`src/rtl/sliced_compare_unit.sv`:
```
// Multi-cycle branch compare: walks operand A against B (or zero) one SLICE-bit
// slice per cycle, MSB slice first, with valid/ready handshakes on both sides.
module sliced_compare_unit #(
  parameter int WIDTH      = 32,
  parameter int SLICE      = 8,
  parameter int EARLY_EXIT = 0
) (
  input  logic             clk,
  input  logic             rst_n,
  input  logic             flush,
  input  logic             in_valid,
  output logic             in_ready,
  input  logic [WIDTH-1:0] in_a,
  input  logic [WIDTH-1:0] in_b,
  input  logic [2:0]       in_ft,
  output logic             out_valid,
  input  logic             out_ready,
  output logic             out_s,
  output logic             out_illegal,
  output logic [1:0]       dbg_state
);

  localparam int NSLICE = WIDTH / SLICE;
  localparam int IDXW   = (NSLICE > 1) ? $clog2(NSLICE) : 1;

  if (SLICE < 1 || (WIDTH % SLICE) != 0) begin : g_bad_slice
    $error("sliced_compare_unit: WIDTH must be a multiple of SLICE");
  end

  // Handshake: a transfer happens on a rising edge where valid and ready are both high.
  // The requester holds in_valid/in_a/in_b/in_ft until accepted; out_s/out_illegal stay
  // stable while out_valid is high and out_ready is low.

  typedef enum logic [1:0] {
    IDLE = 2'd0,
    BUSY = 2'd1,
    DONE = 2'd2
  } state_t;

  localparam logic [2:0] FT_NEQ = 3'b000;
  localparam logic [2:0] FT_EQ  = 3'b001;
  localparam logic [2:0] FT_LT  = 3'b010;
  localparam logic [2:0] FT_LTU = 3'b011;
  localparam logic [2:0] FT_GEZ = 3'b100;
  localparam logic [2:0] FT_RSV = 3'b101;
  localparam logic [2:0] FT_LEZ = 3'b110;
  localparam logic [2:0] FT_GTZ = 3'b111;

  state_t           state;
  logic [WIDTH-1:0] a_q;
  logic [WIDTH-1:0] b_q;
  logic [2:0]       ft_q;
  logic [IDXW-1:0]  idx;
  logic             decided;
  logic             lt;

  logic [SLICE-1:0] sa;
  logic [SLICE-1:0] sb;
  logic [SLICE-1:0] sa_k;
  logic [SLICE-1:0] sb_k;
  logic             msb_signed;
  logic             diff;
  logic             dec_n;
  logic             lt_n;
  logic             last;
  logic             res;

  // Operands shift left each BUSY cycle, so the current slice is always the top one.
  assign sa = a_q[WIDTH-1 -: SLICE];
  assign sb = b_q[WIDTH-1 -: SLICE];

  // Flipping the sign bit of the MSB slice turns two's-complement order into unsigned order.
  assign msb_signed = (idx == '0) && (ft_q != FT_LTU);
  assign sa_k       = sa ^ (SLICE'(msb_signed) << (SLICE - 1));
  assign sb_k       = sb ^ (SLICE'(msb_signed) << (SLICE - 1));

  assign diff  = (sa != sb);
  assign dec_n = decided | diff;
  assign lt_n  = decided ? lt : (diff & (sa_k < sb_k));
  assign last  = (idx == IDXW'(NSLICE - 1)) || ((EARLY_EXIT != 0) && diff);

  always_comb begin
    res = 1'b0;
    case (ft_q)
      FT_NEQ:        res = dec_n;
      FT_EQ:         res = !dec_n;
      FT_LT, FT_LTU: res = lt_n;
      FT_GEZ:        res = !lt_n;
      FT_LEZ:        res = lt_n | !dec_n;
      FT_GTZ:        res = !lt_n & dec_n;
      default:       res = 1'b0;
    endcase
  end

  assign in_ready  = (state == IDLE);
  assign dbg_state = state;

  always_ff @(posedge clk or negedge rst_n) begin
    if (!rst_n) begin
      state       <= IDLE;
      a_q         <= '0;
      b_q         <= '0;
      ft_q        <= '0;
      idx         <= '0;
      decided     <= 1'b0;
      lt          <= 1'b0;
      out_valid   <= 1'b0;
      out_s       <= 1'b0;
      out_illegal <= 1'b0;
    end else if (flush) begin
      state     <= IDLE;
      idx       <= '0;
      out_valid <= 1'b0;
    end else begin
      case (state)
        IDLE: begin
          if (in_valid) begin
            a_q     <= in_a;
            b_q     <= in_ft[2] ? '0 : in_b;
            ft_q    <= in_ft;
            idx     <= '0;
            decided <= 1'b0;
            lt      <= 1'b0;
            state   <= BUSY;
          end
        end
        BUSY: begin
          decided <= dec_n;
          lt      <= lt_n;
          a_q     <= a_q << SLICE;
          b_q     <= b_q << SLICE;
          if (last) begin
            state       <= DONE;
            out_valid   <= 1'b1;
            out_s       <= res;
            out_illegal <= (ft_q == FT_RSV);
          end else begin
            idx <= idx + 1'b1;
          end
        end
        DONE: begin
          if (out_ready) begin
            out_valid <= 1'b0;
            state     <= IDLE;
          end
        end
        default: state <= IDLE;
      endcase
    end
  end

endmodule
```
`config.mk`:
```
export PLATFORM = sky130hd
export DESIGN_NAME = sliced_compare_unit
export DESIGN_NICKNAME = d
export VERILOG_FILES = /design/src/rtl/sliced_compare_unit.sv
export SDC_FILE = /design/constraint.sdc
export NUM_CORES = 1
export LEC_CHECK = 0
export CORE_MARGIN = 2
export CORE_UTILIZATION = 52
export DETAILED_ROUTE_END_ITERATION = 8
export HOLD_SLACK_MARGIN = 0.12
export PLACE_DENSITY_LB_ADDON = 0.25
export SYNTH_ARGS = -nofsm -noshare
export SYNTH_HDL_FRONTEND = slang
export SYNTH_SLANG_ARGS = --single-unit
```
`constraint.sdc`:
```
create_clock -name clk -period 1.8 [get_ports clk]
set_clock_uncertainty 0.05 [all_clocks]
set_input_delay 0.18 -clock clk [delete_from_list [all_inputs] [get_ports clk]]
set_output_delay 0.18 -clock clk [all_outputs]
set_load 0.02 [all_outputs]
```
==> run_summary.xml <==
<?xml version="1.0" encoding="UTF-8"?>
<metrics>
  <group name="worst_setup_path">
    <metric name="timing.setup.critical_path_class" unit="">reg2reg</metric>
    <metric name="cp-end-kind" unit="">flip-flop</metric>
    <metric name="cpPeakStageDelay" unit="ps">420</metric>
    <metric name="regToRegStartpoint" unit="">a_q[27]</metric>
    <metric name="r2r_end" unit="">out_s</metric>
    <metric name="crit_path_top_delay_cell" unit="">sky130_fd_sc_hd__dfrtp_1</metric>
    <metric name="startpoint_type" unit="">flip-flop</metric>
    <metric name="critPathMaxFanout" unit="">3</metric>
    <metric name="data_arrival_time_of_the_critical_path" unit="ps">2020</metric>
    <metric name="required_time_of_the_critical_path" unit="ps">1970</metric>
    <metric name="reg2reg_depth" unit="">7</metric>
    <metric name="timing.critical_path.cells" unit="">ha_4 &gt; nand4_1 &gt; buf_6 &gt; nor4_4 &gt; xnor2_1 &gt; a221oi_2 &gt; a31oi_1</metric>
    <metric name="rrSetupSlack" unit="ps">-60</metric>
  </group>
  <group name="yosys">
    <metric name="yosysUniqueCellTypes" unit="">40</metric>
    <metric name="ys_warn_count" unit="">0</metric>
    <metric name="synth_ff_type" unit="">sky130_fd_sc_hd__dfrtp_1</metric>
    <metric name="yosys-top-cells-count" unit="">sky130_fd_sc_hd__nand2_1 (84), sky130_fd_sc_hd__dfrtp_1 (76), sky130_fd_sc_hd__o21ai_0 (32), sky130_fd_sc_hd__o21ai_1 (32), sky130_fd_sc_hd__a21oi_1 (29)</metric>
    <metric name="synth.avg_cell_area" unit="sq um">9.351</metric>
    <metric name="synth_enable_flop_cells" unit="">0</metric>
    <metric name="seq_area_frac_synth" unit="">0.4937</metric>
    <metric name="async_flop_share" unit="">1.000</metric>
    <metric name="synth_fp_nets" unit="">493</metric>
    <metric name="synth.ff_latch_count" unit="">76</metric>
    <metric name="synthTopCellsByArea" unit="">sky130_fd_sc_hd__dfrtp_1 (49%), sky130_fd_sc_hd__nand2_1 (8.2%), sky130_fd_sc_hd__mux2i_1 (6.5%), sky130_fd_sc_hd__nor3b_1 (4.9%), sky130_fd_sc_hd__o21ai_0 (4.2%)</metric>
    <metric name="synthesis.area" unit="sq mm">0.003852</metric>
    <metric name="netlist.area_leader.share" unit="">0.4937</metric>
    <metric name="yosys.area.top_type" unit="">sky130_fd_sc_hd__dfrtp_1</metric>
    <metric name="syn-instance-count" unit="">412</metric>
    <metric name="leading_cell_type_by_number_of_instances_after_synthesis" unit="">sky130_fd_sc_hd__nand2_1</metric>
  </group>
  <group name="layout">
    <metric name="antenna_cells_inserted" unit="">0</metric>
    <metric name="finalInstanceArea" unit="sq mm">0.005081</metric>
    <metric name="finalCoreUtilization" unit="">0.7043</metric>
    <metric name="drive_gt1_frac" unit="">0.1147</metric>
    <metric name="layout-area-overhead-vs-synth" unit="%">31.89</metric>
    <metric name="finish.net_count" unit="">573</metric>
    <metric name="layout.filler_cells" unit="">554</metric>
  </group>
  <group name="timing">
    <metric name="worst_pin_slew" unit="ps">475.9</metric>
    <metric name="final_report_max_slew_violation_count" unit="">0</metric>
    <metric name="endpoints_failing_hold" unit="">0</metric>
    <metric name="finalHoldWorstSlack" unit="ps">277.4</metric>
    <metric name="rsz0062_at_grt" unit="">true</metric>
    <metric name="final.setup.worst_slack" unit="ps">-55.08</metric>
    <metric name="setup_viol_count_final" unit="">1</metric>
    <metric name="timing.final.crit_share" unit="">1.031</metric>
    <metric name="slew_headroom" unit="">0.6827</metric>
    <metric name="max_freq" unit="MHz">539.1</metric>
    <metric name="layout_min_cycle_time" unit="ps">1855</metric>
  </group>
  <group name="clock_tree">
    <metric name="clk_latency" unit="ps">350</metric>
    <metric name="tritoncts_clock_tree" unit="">built</metric>
    <metric name="clkTransAtPathRegs" unit="ps">80</metric>
    <metric name="clock_tree.buffer_depth" unit="">2</metric>
    <metric name="depth_of_the_cts_h_tree" unit="">3</metric>
    <metric name="cts_buffers" unit="">9</metric>
    <metric name="clock-sinks" unit="">76</metric>
    <metric name="clock_tree.root_cell" unit="">sky130_fd_sc_hd__clkbuf_8</metric>
  </group>
  <group name="drt">
    <metric name="drt-initial-drc-count" unit="">168</metric>
    <metric name="drt-total-wl" unit="microns">8526</metric>
    <metric name="route.vias.total" unit="">3132</metric>
    <metric name="length_of_the_first_detailed_routing_pass_in_iterations" unit="">4</metric>
    <metric name="detail_route.drc_violations" unit="">0</metric>
    <metric name="antenna_violating_nets_post_route" unit="">0</metric>
    <metric name="avgRoutedWirePerCell" unit="microns">14.31</metric>
    <metric name="vias_per_cell" unit="">5.255</metric>
  </group>
  <group name="floorplanning">
    <metric name="die_w" unit="microns">90.07</metric>
    <metric name="die_h" unit="microns">90.07</metric>
    <metric name="io-pin-count" unit="">78</metric>
    <metric name="initial_utilization" unit="">0.5340</metric>
    <metric name="die-area" unit="sq mm">0.008113</metric>
    <metric name="core-area" unit="sq mm">0.007214</metric>
    <metric name="placement_row_count" unit="">31</metric>
  </group>
  <group name="outcome">
    <metric name="violations" unit="">setup timing</metric>
    <metric name="run_status" unit="">finished with violations</metric>
  </group>
  <group name="global_route">
    <metric name="gr-total-overflow" unit="">0</metric>
    <metric name="pin_count_of_the_biggest_net_entering_global_routing" unit="">63</metric>
    <metric name="groute.usage.overall" unit="">0.2181</metric>
    <metric name="vias_in_the_first_global_route" unit="">3098</metric>
    <metric name="wire_length_of_the_first_global_routing_pass" unit="microns">14230</metric>
    <metric name="number_of_antenna_violations_at_the_first_check_in_global_routing" unit="">0</metric>
  </group>
  <group name="power">
    <metric name="static-leakage-power" unit="nW">2.186</metric>
    <metric name="pwr_density_cell" unit="mW/mm^2">929.8</metric>
    <metric name="ir_drop" unit="mV">0.4441</metric>
  </group>
  <group name="placement">
    <metric name="detailedPlacementHpwl" unit="microns">6003</metric>
    <metric name="io_buffer_count" unit="">77</metric>
    <metric name="gp_congestion" unit="">0.8390</metric>
    <metric name="dpl-instance-area" unit="sq mm">0.004776</metric>
  </group>
  <group name="job">
    <metric name="timing.max_cap.violations" unit="">0</metric>
  </group>
  <group name="min_path">
    <metric name="min-delay-path-class" unit="">in2async</metric>
  </group>
</metrics>
[state kept, by name, summed over array words and instances (netlist names), 2 cells and up]
register   flops
dbg_state      2
ft_q           3
b_q           32
a_q           32
idx            2
[through the flow]
| step | TNS, ps | worst slack [ps] | total power (W) | instances |
|---|---|---|---|---|
| 6_report | -55.08 | -55.08 | 0.004725 | 596 |
| 5_1_grt | -122.1 | -121.2 | 0.005008 | 596 |
| 4_1_cts | -83.60 | -83.60 | 0.004663 | 595 |
| 3_5_place_dp | -90.63 | -54.93 | 0.003320 | 577 |
| 3_3_place_gp | 0 | 26.14 | 0.003265 | 577 |
| 2_1_floorplan | 0 | 112.6 | 0.002886 | 412 |
[how the worst max path moves through the flow]
stage,start,slack [ps],end,cells past startpoint
global placement,flush,30,b_q[29],5
floorplan,dbg_state[1],110,a_q[16],8
finish,a_q[27],-60,out_s,7
detailed placement,a_q[27],-50,out_s,6
CTS,a_q[26],-80,out_s,6
global route,a_q[27],-120,out_s,7
[logic make-up after synthesis]
family / after synthesis / share of synthesized area
AO/OA/AOI/OAI: 114 / 0.1656
XOR/XNOR: 2 / 0.006497
adder cells (fa/ha/maj): 9 / 0.02923
buffers and inverters: 42 / 0.05196
flip-flops: 76 / 0.4937
multiplexers: 28 / 0.07372
AND/OR/NAND/NOR: 141 / 0.1793
[layer usage]
layer	track usage	vias to the layer above	part of all wire
met5	0	-	0
met4	0.1128	0	0.036
met3	0.04023	27	0.039
met2	0.3596	76	0.47
met1	0.2748	1447	0.45
li1	-	1582	-
[worst max-delay path, delay by kind of cell, from the launching register on]
kind	cells	cell delay, ps
buffers and inverters	1	160
adder cells (fa/ha/maj)	1	290
AND/OR/NAND/NOR	2	310
AO/OA/AOI/OAI	2	380
XOR/XNOR	1	120
flip-flops	1	420
[report_power, final]
group	total (W)	leakage (nW)	switching, W	internal, W
clock	0.00133	0.102	0.000613	0.000712
combinational	0.00121	1.11	0.000621	0.000591
sequential	0.00219	0.969	0.000200	0.00199
[layout by cell type, fill, tap and decap left out, drive strengths merged, types with 2 or more instances in the layout]
master         Yosys  layout
nand2             84      84
dfrtp             76      76
clkdlybuf4s50      0      75
o21ai             64      64
a21oi             29      29
mux2i             25      25
nor3b             25      25
buf               17      21
nor2              14      14
inv               13      13
clkbuf            12      12
ha                 9       9
a211oi             6       6
a21o               3       3
nand4              3       3
mux2               3       3
nand3              3       3
nor3               3       3
nand2b             2       2
a31oi              2       2
a22oi              2       2
clkinv             0       2
or2                2       2
nor2b              2       2
[cell type report]
type | count | area, sq um | area share
timing repair buffer | 98 | 968.4 | 0.1906
clock buffer | 12 | 155.1 | 0.03053
inverter | 13 | 48.80 | 0.009604
clock inverter | 4 | 47.55 | 0.009357
multi-input combinational | 294 | 1833 | 0.3607
sequential | 76 | 1904 | 0.3748
tap | 99 | 123.9 | 0.02438
[what timing repair did]
item,CTS,global route
hold buffers,1,0
endpoints found under the hold margin,34,0
setup endpoints to repair,5,2
pin swaps,4,3
setup buffers,1,1
gates resized for setup,6,9
Power figures use the tool's default switching activity.
